File: config.mk
export PLATFORM = sky130hd
export DESIGN_NAME = multi_cycle_control
export DESIGN_NICKNAME = d
export VERILOG_FILES = /design/src/rtl/multi_cycle_control.sv
export SDC_FILE = /design/constraint.sdc
export NUM_CORES = 1
export LEC_CHECK = 0
export CORE_MARGIN = 1
export CORE_UTILIZATION = 60
export CTS_CLUSTER_SIZE = 28
export DETAILED_ROUTE_END_ITERATION = 8
export DONT_BUFFER_PORTS = 1
export GPL_TIMING_DRIVEN = 0
export PLACE_DENSITY_LB_ADDON = 0.25
export SLEW_MARGIN = 20
export SYNTH_ARGS = -nofsm -noshare
export SYNTH_HDL_FRONTEND = slang
export SYNTH_SLANG_ARGS = --single-unit
File: constraint.sdc
create_clock -name clk -period 3 [get_ports clk]
set_input_delay 0.6 -clock clk [delete_from_list [all_inputs] [get_ports clk]]
set_output_delay 0.6 -clock clk [all_outputs]
set_load 0.02 [all_outputs]
File: src/rtl/multi_cycle_control.sv
// multi_cycle_control: Moore sequencer stepping RV32I instructions through a shared-memory multi-cycle datapath
module multi_cycle_control #(
    parameter int unsigned TIMEOUT_CYCLES = 255
) (
    input  logic       clk,
    input  logic       reset,
    input  logic [6:0] OP_i,
    input  logic [2:0] Funct3_i,
    input  logic       Zero_i,
    input  logic       Mem_Ready_i,
    output logic       PC_Write_o,
    output logic       PC_Src_o,
    output logic       IR_Write_o,
    output logic       I_or_D_o,
    output logic       Mem_Read_o,
    output logic       Mem_Write_o,
    output logic       Reg_Write_o,
    output logic [1:0] Mem_to_Reg_o,
    output logic       ALU_Src_A_o,
    output logic [1:0] ALU_Src_B_o,
    output logic [2:0] ALU_Op_o,
    output logic       Retire_o,
    output logic       Fault_o,
    output logic [3:0] State_o
);
    typedef enum logic [3:0] {
        FETCH    = 4'd0,
        DECODE   = 4'd1,
        EXEC_R   = 4'd2,
        EXEC_I   = 4'd3,
        EXEC_LUI = 4'd4,
        ADDR     = 4'd5,
        MEM_RD   = 4'd6,
        MEM_WR   = 4'd7,
        WB_ALU   = 4'd8,
        WB_MEM   = 4'd9,
        BRANCH   = 4'd10,
        JAL      = 4'd11,
        FAULT    = 4'd15
    } state_t;
    state_t     state_q, state_d;
    logic [7:0] wait_q, wait_d;
    logic       rdy, mem_st, timeout, taken, is_lw;
    // ready is forced low while reset is held so no strobe fires during reset
    assign rdy     = Mem_Ready_i & ~reset;
    assign mem_st  = (state_q == FETCH) || (state_q == MEM_RD) || (state_q == MEM_WR);
    assign timeout = (TIMEOUT_CYCLES != 0) && (wait_q == 8'(TIMEOUT_CYCLES)) && !rdy;
    assign taken   = ((Funct3_i == 3'b000) && Zero_i) || ((Funct3_i == 3'b001) && !Zero_i);
    assign is_lw   = (OP_i == 7'h03);
    assign Fault_o = (state_q == FAULT);
    assign State_o = state_q;
    // state and wait counter registers
    always_ff @(posedge clk or posedge reset) begin
        if (reset) begin
            state_q <= FETCH;
            wait_q  <= 8'd0;
        end else begin
            state_q <= state_d;
            wait_q  <= wait_d;
        end
    end
    // next-state logic; ready wins over timeout in the same cycle
    always_comb begin
        state_d = state_q;
        case (state_q)
            FETCH:    state_d = timeout ? FAULT : (rdy ? DECODE : FETCH);
            DECODE: begin
                case (OP_i)
                    7'h33:        state_d = EXEC_R;
                    7'h13:        state_d = EXEC_I;
                    7'h37:        state_d = EXEC_LUI;
                    7'h03, 7'h23: state_d = ADDR;
                    7'h63:        state_d = BRANCH;
                    7'h6F:        state_d = JAL;
                    default:      state_d = FAULT;
                endcase
            end
            EXEC_R, EXEC_I, EXEC_LUI: state_d = WB_ALU;
            ADDR:     state_d = is_lw ? MEM_RD : MEM_WR;
            MEM_RD:   state_d = timeout ? FAULT : (rdy ? WB_MEM : MEM_RD);
            MEM_WR:   state_d = timeout ? FAULT : (rdy ? FETCH : MEM_WR);
            WB_ALU, WB_MEM, BRANCH, JAL: state_d = FETCH;
            default:  state_d = FAULT;
        endcase
    end
    // wait counter clears on any state change, counts saturating wait cycles in memory states
    always_comb begin
        wait_d = wait_q;
        if (state_d != state_q) wait_d = 8'd0;
        else if (mem_st && !rdy && wait_q != 8'hFF) wait_d = wait_q + 8'd1;
    end
    // Moore output decode with ready/branch gating on the completing strobes
    always_comb begin
        PC_Write_o   = 1'b0;
        PC_Src_o     = 1'b0;
        IR_Write_o   = 1'b0;
        I_or_D_o     = 1'b0;
        Mem_Read_o   = 1'b0;
        Mem_Write_o  = 1'b0;
        Reg_Write_o  = 1'b0;
        Mem_to_Reg_o = 2'b00;
        ALU_Src_A_o  = 1'b0;
        ALU_Src_B_o  = 2'b00;
        ALU_Op_o     = 3'b000;
        Retire_o     = 1'b0;
        case (state_q)
            FETCH: begin
                Mem_Read_o  = 1'b1;
                ALU_Src_B_o = 2'b01;
                ALU_Op_o    = 3'b101;
                IR_Write_o  = rdy;
                PC_Write_o  = rdy;
            end
            DECODE: begin
                ALU_Src_B_o = 2'b10;
                ALU_Op_o    = 3'b101;
            end
            EXEC_R: begin
                ALU_Src_A_o = 1'b1;
                ALU_Op_o    = 3'b000;
            end
            EXEC_I: begin
                ALU_Src_A_o = 1'b1;
                ALU_Src_B_o = 2'b10;
                ALU_Op_o    = 3'b001;
            end
            EXEC_LUI: begin
                ALU_Src_B_o = 2'b10;
                ALU_Op_o    = 3'b010;
            end
            ADDR: begin
                ALU_Src_A_o = 1'b1;
                ALU_Src_B_o = 2'b10;
                ALU_Op_o    = is_lw ? 3'b100 : 3'b011;
            end
            MEM_RD: begin
                Mem_Read_o = 1'b1;
                I_or_D_o   = 1'b1;
            end
            MEM_WR: begin
                Mem_Write_o = 1'b1;
                I_or_D_o    = 1'b1;
                Retire_o    = rdy;
            end
            WB_ALU: begin
                Reg_Write_o = 1'b1;
                Retire_o    = 1'b1;
            end
            WB_MEM: begin
                Reg_Write_o  = 1'b1;
                Mem_to_Reg_o = 2'b01;
                Retire_o     = 1'b1;
            end
            BRANCH: begin
                ALU_Src_A_o = 1'b1;
                ALU_Op_o    = 3'b110;
                PC_Src_o    = 1'b1;
                PC_Write_o  = taken;
                Retire_o    = 1'b1;
            end
            JAL: begin
                PC_Write_o   = 1'b1;
                PC_Src_o     = 1'b1;
                Reg_Write_o  = 1'b1;
                Mem_to_Reg_o = 2'b10;
                Retire_o     = 1'b1;
            end
            default: ;
        endcase
    end
endmodule

==> flow_results.org, run 1 <==
** Clock network
- Sink Count :: 12
- The clock reaches the later pin of the worst-skew pair after 0.28 ns.
- CTS built an H-tree with a depth of 1.
- CTS root buf :: clkbuf_4
- Number of buffers created by CTS :: 3
- Clock-pin slew was measured on the worst setup and hold paths at ~0.08 ns.
- # hold bufs at CTS :: 0
- Clock Tree Buf Depth :: 2
- TritonCTS built the clock tree.

** Logic synthesis
- In this run the cell area of the synthesized design comes to about 1200 µm².
- dfrtp_1 takes more of the synthesized area than any other cell.
- During synthesis, Yosys emitted a total of 0 warnings.
- Syn Area/Cell :: 8.887 µm²
- The netlist uses 53 different library cells.
- For this run, the register share of the synthesized area comes to 0.2484.
- Counting every net in the synthesized netlist gives ~150.
- In the post-synthesis netlist, the biggest area contributors are dfrtp_1 (25%), nor3_2 (7.5%), xnor2_1 (5.1%), nand2_1 (4.7%), o21ai_0 (2.9%).
- Most frequently used flop master after synthesis :: dfrtp_1
- Asr flop ratio synth :: 1.000
- Total of flip-flops plus latches after synthesis :: 12
- Most instantiated library cell after synthesis :: nand2_1
- The share of synthesized area in the top cell type comes to 0.2484.
- Counting instances in the post-synthesis netlist gives the leading cell types as nand2_1 (15), dfrtp_1 (12), nor2_1 (9), nor3_2 (9).
- Number of flops mapped to enable cells by yosys :: 0
- The cell count after synthesis came out at 136.

** Worst setup path
- The startpoint identified for the worst register-to-register timing path is wait_q[0].
- The worst setup path is captured at an output port.
- Setup slack of the most critical reg-to-reg path :: a little under 0.9 ns
- At the worst endpoint, the required time is between 2 and 2.5 ns.
- Setup crit start :: State_o[3]
- At the worst endpoint, the arrival time is 2.24 ns.
- Setup CP Type :: flip-flop to output port
- R2R depth :: 7
- The most critical setup path has its endpoint at Fault_o.
- STA classifies the critical path startpoint as a flip-flop.
- Along the worst path, the maximum fanout reaches 10.
- The endpoint identified for the worst register-to-register timing path is wait_q[5].

** Routing
- Number of DRC markers after the initial detailed-route iteration :: 18
- Final wirelength :: ~2500 µm
- Via density :: about 6.0
- Final antenna-violating net count :: 0
- Per-cell routed wire length :: 14.84 µm
- In the routed design, unresolved DRC markers number 0.
- The first detailed-routing pass took 4 iterations.
- The routed layout has about 1000 vias.

** STA
- Worst Skew :: ~0.0028 ns
- Setup TNS Final :: 0 ns
- Counting I/O delays and the setup requirement, the final critical path takes about 2.8 ns.
- Post-route fraction of the period consumed by the critical path :: 0.9470
- The number of hold violations in the final report came to 0.
- The final number of max-transition violations was 0.
- In this run the tightest slew margin relative to its limit is 0.5198.
- Worst Tran Pin Value :: 0.7141 ns
- Setup violations remaining at the end of the flow were counted as 0.
- Max Fclk :: approximately 350 MHz
- Setup repair after global routing missed its margin :: false
- In the post-route analysis, the smallest setup slack over all paths is 0.1589 ns.

** Floorplan
- # IOs :: 35
- In this run the vertical extent of the chip is about 47 µm.
- From left edge to right edge, the die measures around 47 µm.
- Row generation in the floorplan step produced 15 rows.
- The initial utilization of the core area, before any placement, comes to 0.6708.
- Core Area :: between 1500 and 2000 µm²
- The floorplan step defined a die boundary enclosing ~2200 µm².

** Power
- Of the total power, the share spent switching nets is 0.5456.
- The worst-case IR drop observed on VDD is 741.8 µV.
- Summed over all nets, the switching power comes to 0.6787 mW.
- Clock network fraction of total power :: 0.108
- Combinational cell fraction of total power :: 0.689
- In this run the static leakage power is between 0.5 and 0.6 nW.
- In this run the power density over the cells is 949.6 nW/µm².
- Cell-internal power :: around 0.57 mW
- The share of total power dissipated in sequential elements is 0.203.

** Flow run
- Max-cap violations in this run came to 0.

** Layout
- Number of filler cells placed in the layout :: between 100 and 150
- Sequential cell area :: ~300 µm²
- Number of nets in the finished design :: about 160
- Area added between synthesis and finish :: 8.385%
- The number of antenna diodes in the final layout is 0.
- Area taken by multi-input logic gates :: ~850 µm²
- Fraction of final layout cells with drive strength greater than 1 :: 0.2535

** Global routing
- The via count of the first global-routing pass is a little under 900.
- Antenna violations before repair :: 0
- Pin count of the biggest net entering global routing :: 13
- The total overflow left after global routing is 0.
- All-Layer GR Usage :: 0.2460
- Global-route wire length before repair :: 3891 µm

** Place
- Count of buffers from port buffering :: 0
- Routability-driven placement finished with a final weighted congestion of just over 0.8.
- Once detailed placement completed, the half-perimeter wirelength came to between 1500 and 2000 µm.
- Worst-case setup slack after placement :: ~0.12 ns

** Hold path
- The tightest min-delay check is of the input port to async pin type.

** Run status
- Run status :: complete, no violations
through the flow:
stage | hold slack [ns] | util | power, mW | instances | area (µm²)
finish | 0.2179 | 0.7271 | 1.244 | 167 | 1310
global route | 0.2478 | 0.7271 | 1.326 | 167 | 1310
CTS | 0.2348 | 0.7250 | 1.245 | 167 | 1306
detailed placement | 0.5414 | 0.6882 | 1.047 | 161 | 1240
global placement | 0.5258 | 0.6882 | 1.030 | 161 | 1240
floorplan | 0.4647 | - | 0.9407 | 136 | 1209
worst min-delay path by stage:
stage | slack, ns | endpoint | depth (start not counted)
2_1_floorplan | 0.46 | State_o[0] | 1
6_report | 0.22 | State_o[3] | 1
3_5_place_dp | 0.54 | State_o[3] | 1
3_3_place_gp | 0.53 | State_o[3] | 1
4_1_cts | 0.23 | State_o[3] | 1
5_1_grt | 0.25 | State_o[3] | 1
power by group through the flow:
stage / Clock [mW] / Sequential, mW / Combinational (mW)
global placement: 0 / 0.252 / 0.777
CTS: 0.137 / 0.252 / 0.855
floorplan: 0 / 0.246 / 0.695
finish: 0.135 / 0.252 / 0.857
global route: 0.143 / 0.258 / 0.924
detailed placement: 0 / 0.255 / 0.793
placed cells by master, fill, tap and decap left out, types with 2 or more instances in the layout:
cell type	count
clkbuf_1	3
nand2b_1	3
inv_1	4
a21o_1	2
buf_4	2
nand4_1	2
nor3_2	9
clkbuf_4	4
nor2b_1	3
nand3_1	4
a21boi_0	2
and2_1	2
nand2_1	15
a21oi_1	4
xnor2_1	7
dfrtp_1	12
buf_6	3
nor2_1	9
o21ai_0	7
nor4_2	2
a22oi_1	3
nor3_1	4
a31oi_1	2
or3_1	2
per-layer routing:
metal,share of wire,global-route usage,vias up
met5,0,0,-
met4,0.0069,0.03429,0
met3,0.040,0.03462,3
met2,0.47,0.3944,25
met1,0.48,0.3621,472
li1,-,-,502
cell type report:
| cell class | instances | share of cell area |
|---|---|---|
| buffer | 8 | 0.04393 |
| clock buffer | 4 | 0.02770 |
| inverter | 5 | 0.01815 |
| multi-input combinational | 111 | 0.6457 |
| sequential | 12 | 0.2292 |
| tap | 25 | 0.02388 |
| timing repair buffer | 2 | 0.01146 |
state kept, by name (all words and copies together) (netlist names):
name	flops
State_o	4
wait_q	8
worst max-delay path: stages, from the launching register on:
cell and delay, ns:
dfrtp_1 0.48, buf_6 0.18, or4bb_1 0.52, a21oi_2 0.17, a221oi_4 0.06, mux2i_4 0.23
nor3b_4 0.31
cell families after synthesis:
family / share of synthesized area
DFF: 0.2484
and+or+nand+nor: 0.3778
AOI/OAI and AO/OA: 0.2112
muxes: 0.02691
buffers and inverters: 0.06728
xor gates and xnor gates: 0.05797
adders and majority gates: 0.01035
repair_timing:
action / 4_1_cts / 5_1_grt
pin swaps: 1 / 0
endpoints found under the setup margin: 1 / 1
resized for setup: 2 / 1
buffers inserted: 2 / 0
cloned: 0 / 0
No activity file was read; power rests on OpenSTA's default activity.
==> run 2, diff against run 1 <==
- CORE_UTILIZATION: 60 -> 50
==> run 2 against run 1 <==
Compared with the run above: total power decreased by 0.53%; clock-buffer cell count unchanged; core utilization decreased by 15 points; sequential cell count unchanged; sequential share of layout area unchanged; clock skew increased by 0.010 ns; fmax decreased by 0.15%; largest cell class unchanged.
==> flow_results.org, run 2 (synthesis results as in run 1) <==
** Run status
- Run status :: complete, no violations

** Floorplan
- Chip Width :: between 50 and 60 µm
- FP Rows :: 17
- Full die area :: 2618 µm²
- Die Y :: approximately 51 µm
- 35 I/O pins were placed.
- Core Area :: between 2000 and 2500 µm²
- The initial utilization of the core area, before any placement, comes to 0.5361.

** Worst setup path
- The largest single stage delay on the critical path is around 0.52 ns.
- CP delay by family, top :: simple AND/OR/NAND/NOR gates
- Measured in cells, the most critical reg-to-reg path has a length of 7.
- Traced cell by cell, the critical path runs through buf_6 > or4bb_1 > a21oi_2 > a221oi_4 > mux2i_4 > nor3b_4.
- The critical path is of the flip-flop to output port type.
- Type of origin of the critical path :: flip-flop
- Along the worst path, the maximum fanout reaches 10.
- Nature of the critical path endpoint :: output port
- Crit-path slowest cell :: or4bb_1
- STA puts the critical path data arrival time at ~2.3 ns.
- Crit path required time :: ~2.4 ns
- In this run the number of cells on the critical path is 6.
- The number of buffers and inverters on the critical path is 1.

** Place
- Count of buffers from port buffering :: 0
- Placed insts :: 164
- Once detailed placement completed, the half-perimeter wirelength came to roughly 1800 µm.
- Routability-driven placement finished with a final weighted congestion of between 0.8 and 0.9.

** Clock network
- The tree is rooted in a clkbuf_4.
- Clock Tree Buf Depth :: 2
- Clock tree from TritonCTS :: done
- In this run, post-CTS hold repair placed 0 buffers.
- Number of H-tree levels :: 1
- Clock latency on the worst-skew pair, taken at its later pin, is roughly 0.28 ns.
- Clock-pin slew on the worst setup and hold paths :: about 0.090 ns
- Sink Count :: 12
- Number of buffers created by CTS :: 3

** Power
- Total power for the finished layout comes to between 1 and 1.5 mW.
- Maximum vdd ir drop :: 545.9 µV
- Dividing total power by cell area gives a power density of around 940 nW/µm².
- Leakage power summed over all cells :: between 0.5 and 0.6 nW

** Layout
- The library cells used most frequently in the layout, excluding fill and tap cells, are nand2_1 (15), dfrtp_1 (12), nor2_1 (9), nor3_2 (9).
- Register with the highest flop count :: wait_q
- From synthesis to final layout, the design area changed by 8.385%.
- Flip-flop count of the largest register, all copies and words added :: 8
- Number of nets in the finished design :: 158
- Commonest non-fill, non-tap cell in the layout :: nand2_1
- Util after Layout :: 0.5810
- Fin cells :: 170
- Fraction of final layout cells with drive strength greater than 1 :: 0.2465
- After filler insertion, the fill cell instance count of the layout stands at about 210.
- Antenna diode count :: 0

** Global routing
- Vias in the first global route :: between 900 and 1000
- Pin count of the biggest net entering global routing :: 13
- In the global route stage, met1 resource usage came out at 0.2684.
- In the global route stage, met3 resource usage came out at 0.07738.
- The global routing stage identified its most utilized layer as met2.
- In the global route stage, met2 resource usage came out at 0.3509.
- The number of antenna violations at the first check in global routing was 0.
- Across every metal layer, demand over resource in global routing totals 0.2127.
- Global-route wire length before repair :: 4153 µm
- Total congestion overflow :: 0

** STA
- In this run the tightest slew margin relative to its limit is 0.5365.
- Post-route fraction of the period consumed by the critical path :: 0.9484
- Hold violation count in the final report :: 0
- The final number of max-transition violations is 0.
- Max Fclk :: between 300 and 400 MHz
- Setup TNS Final :: 0 ns
- The smallest clock period supported by the final layout is computed as 2.845 ns.
- Worst Skew :: about 0.013 ns
- Total setup violations reported at the end of the flow :: 0
- Setup repair after global routing left no endpoint under its margin.
- Worst Tran Pin Value :: ~0.7 ns

** Routing
- After detailed routing, the average wire length per cell comes to about 15 µm.
- Via density :: around 6.0
- Vias post-DR :: between 1000 and 1500
- For this block, the initial DRC count from the detailed router was 22.
- First-pass iteration count of the detailed router :: 4
- The count of nets left with antenna violations once routing finished came out at 0.
- Residual DRC :: 0
- Final wirelength :: 2474 µm

** Hold path
- In this run the worst hold path is classified as input port to async pin.

** Flow run
- Across the run, the number of max-cap violations was 0.
run 2: path summary, 6_finish.rpt:
| check | from | endpoint | slack, ns |
|---|---|---|---|
| max in group asynchronous | reset | wait_q[0] | 2.46 |
| min | reset | wait_q[6] | 0.20 |
| min reg2reg | wait_q[7] | wait_q[7] | 0.60 |
| min in group clk | OP_i[2] | State_o[2] | 0.49 |
| max | State_o[3] | Fault_o | 0.15 |
| max reg2reg | wait_q[0] | wait_q[1] | 0.78 |
run 2: power by group:
group | internal, mW | total [mW] | switching [mW]
Clock | 0.0738 | 0.134 | 0.0597
Combinational | 0.302 | 0.852 | 0.550
Sequential | 0.189 | 0.252 | 0.0627
run 2: cell type report:
type,instances,area (µm²),share of cell area
Timing Repair Buffer,2,15.01,0.01146
Tap cell,28,35.03,0.02674
Clock buffer,4,36.28,0.02770
Buffer,8,57.56,0.04393
Multi-Input combinational cell,111,842.1,0.6428
Inverter,5,23.77,0.01815
Sequential cell,12,300.3,0.2292
run 2: what timing repair did:
action,in CTS,in global routing
endpoints found under the setup margin,1,0
buffers inserted,2,0
resized for setup,2,0
run 2: metrics by stage:
| step | cell area (µm²) | worst slack, ns | hold slack [ns] |
|---|---|---|---|
| after global placement | 1244 | 0.1292 | 0.5318 |
| after detailed placement | 1244 | 0.1373 | 0.5376 |
| after floorplan | 1209 | 0.2769 | 0.4647 |
| after CTS | 1310 | 0.1326 | 0.2249 |
| after global routing | 1310 | 0.007877 | 0.2421 |
| final | 1310 | 0.1547 | 0.2047 |
run 2: layer usage:
metal  vias up  share of wire  routed length [µm]
met5         -              0                   0
met4         0              0                   0
met3         0          0.075                 185
met2        38           0.48                1187
met1       474           0.45                1101
li1        505              -                   -
==> run 3, diff against run 2 <==
- REMOVE_ABC_BUFFERS: unset -> 1
- TNS_END_PERCENT: unset -> 100
==> run 3 against run 2 <==
Compared with the run above: clock skew down 0.0095 ns; total power down 3.2%; sequential power up 36%; cell count down 4.7%; design area down 3.7%; via count down 2.2%; largest cell class unchanged; non-clock buffer count down 8; clock-buffer cell count unchanged; register-to-register slack better by 0.07 ns; core utilization down 2.2 points; fmax about the same.
==> flow_results.org, run 3 (synthesis results as in run 1) <==
** Routing
- Detailed routing inserted a total of around 1000 vias.
- Using the TritonRoute via totals, the vias-per-cell ratio works out to ~6.1.
- Final antenna-violating net count :: 0
- For this block, the routed nets add up to around 2500 µm of wire.
- Dividing the detail-routed wire length by the instance count gives between 15 and 20 µm.
- The first routing iteration left 18 violations.
- For this run, design rule violations remaining after detail routing come to 0.
- The pre-antenna-repair detailed-routing pass consisted of 4 iterations.

** Clock network
- The later pin in the worst-skew pair is clocked with a latency of 0.27 ns.
- Number of H-tree levels :: 1
- For this design, the sink count on the clock tree is 12.
- Counting along the longest clock path gives a buffer depth of 2.
- The tree is rooted in a clkbuf_4.
- Clock tree from TritonCTS :: done
- Number of buffers created by CTS :: 3
- After clock tree synthesis, the clock-pin slew on the worst setup and hold paths is around 0.08 ns.

** Worst setup path
- Setup slack of the most critical reg-to-reg path :: 0.85 ns
- Nature of the critical path endpoint :: output port
- Worst Path Max Fanout :: 20
- Tracing the worst setup path back leads to its startpoint at State_o[0].
- Worst flop-to-flop path endpoint :: wait_q[4]
- Reg-to-Reg Start :: wait_q[0]
- Crit path required time :: 2.40 ns
- Setup CP Type :: flip-flop to output port
- Data arrival time of the critical path :: ~2.2 ns
- The number of cells on the worst reg-to-reg path is 7.
- Type of origin of the critical path :: flip-flop

** Global routing
- The number of antenna violations at the first check in global routing came to 0.
- Vias in the first global route :: 902
- All-Layer GR Usage :: 0.2075
- The first global-routing pass estimated 4133 µm of wire.
- Summed over all layers, the global routing overflow is 0.
- Pin count of the biggest net entering global routing :: 21

** Hold path
- HP Class :: input port to async pin

** STA
- Max_slew headroom :: 0.5404
- Max Slew Vio Count :: 0
- Hold violation count in the final report :: 0
- Based on the critical path, the design can be clocked at up to approximately 350 MHz.
- Setup repair after global routing missed its margin :: false
- Dividing the final minimum period by the clock period gives 0.9477.
- After layout, the minimum clock period comes to roughly 2.8 ns.
- Setup violations remaining at the end of the flow were counted as 0.
- At the pin with the least slew margin, the transition time is 0.6836 ns.
- Worst Skew :: between 0.003 and 0.004 ns

** Floorplan
- Chip Width :: approximately 50 µm
- FP Rows :: 17
- Die Y :: around 50 µm
- Core Area :: 2255 µm²
- The floorplan step defined a die boundary enclosing around 2600 µm².
- The initial utilization of the core area, before any placement, comes to 0.5361.
- During I/O placement, the number of pins put on the boundary was 35.

** Layout
- The net count of the finished layout is 150.
- In the layout the commonest cells are nand2_1 (15), nor2_1 (9), nor3_2 (9), dfrtp_1 (8).
- The layout has about 220 filler cells.
- Flip-flop count of the largest register, all copies and words added :: 8
- Register with the highest flop count :: wait_q
- Area added between synthesis and finish :: 4.348%
- Commonest non-fill, non-tap cell in the layout :: nand2_1
- Antenna diode count :: 0
- Leaving out filler cells and counting taps, the final layout contains between 150 and 200.
- Fraction of final layout cells with drive strength greater than 1 :: 0.2612

** Power
- Dividing total power by cell area gives a power density of 950.0 nW/µm².
- Power Total :: between 1 and 1.5 mW
- Across the VDD grid, the largest voltage drop is between 400 and 500 µV.
- For this design the static power due to leakage is 0.4707 nW.

** Place
- Including well taps, the total number of placed cells is approximately 160.
- Count of buffers from port buffering :: 0
- Placed wire-length estimate after detailed placement :: between 1500 and 2000 µm
- Weighted congestion reported at the end of routability-driven placement :: approximately 0.86

** Run status
- The run finished with clean final reports.

** Flow run
- The tool flagged a number of max-cap violations equal to 0.
[run 3: cell count changes in the layout (fill, tap and decap cells not counted)]
cell      delta
dfrtp_2      +4
clkbuf_4     -1
clkbuf_1     -3
buf_2        -1
o21ai_1      -1
buf_6        -3
dfrtp_1      -4
o21ai_2      +1
[run 3: layout make-up]
| type | instances | area (µm²) | area share |
|---|---|---|---|
| timing repair buffer | 2 | 15.01 | 0.01190 |
| sequential | 12 | 305.3 | 0.2421 |
| inverter | 5 | 23.77 | 0.01885 |
| tap | 28 | 35.03 | 0.02778 |
| clock buffer | 4 | 36.28 | 0.02877 |
| multi-input combinational | 111 | 845.8 | 0.6706 |
[run 3: layer usage]
| layer | vias up | track usage | wire (µm) |
|---|---|---|---|
| li1 | 493 | - | - |
| met4 | 0 | 0.02315 | 0 |
| met5 | - | 0 | 0 |
| met3 | 0 | 0.05357 | 148 |
| met2 | 34 | 0.3246 | 1170 |
| met1 | 468 | 0.2944 | 1174 |
[run 3: how the worst max path moves through the flow]
stage	to	slack, ns
4_1_cts	Fault_o	0.13
2_1_floorplan	Fault_o	0.15
3_3_place_gp	Fault_o	-0.06
6_report	Fault_o	0.16
5_1_grt	Fault_o	0.07
3_5_place_dp	Fault_o	-0.09
[run 3: per-stage QoR]
step	hold slack, ns	setup TNS (ns)	setup WS, ns	area (µm²)	util
after global placement	0.5219	-0.06434	-0.06434	1186	0.5261
after global routing	0.2598	0	0.06698	1261	0.5594
after detailed placement	0.5273	-0.09447	-0.09447	1186	0.5261
after CTS	0.2286	0	0.1276	1257	0.5577
final	0.2075	0	0.1570	1261	0.5594
after floorplan	0.4647	0	0.1452	1151	-
[run 3: where the power goes]
group	switching [mW]	internal (mW)	leakage [nW]	total, mW
sequential	0.151	0.192	0.158	0.343
clock	0.0553	0.0738	0.0210	0.129
combinational	0.460	0.266	0.292	0.726
total	0.666	0.532	0.471	1.20
[run 3: repair_timing]
action | CTS | global route
hold endpoints to repair | 0 | 0
endpoints found under the setup margin | 1 | 1
gates resized for setup | 6 | 1
pin swaps | 1 | 0
buffers inserted | 2 | 0
hold buffers | 0 | 0
[run 3: critical path: stages (launching register included)]
cell,delay (ns)
dfrtp_2,0.66
or4bb_1,0.48
a21oi_2,0.19
a221oi_4,0.06
mux2i_4,0.24
nor3b_4,0.33
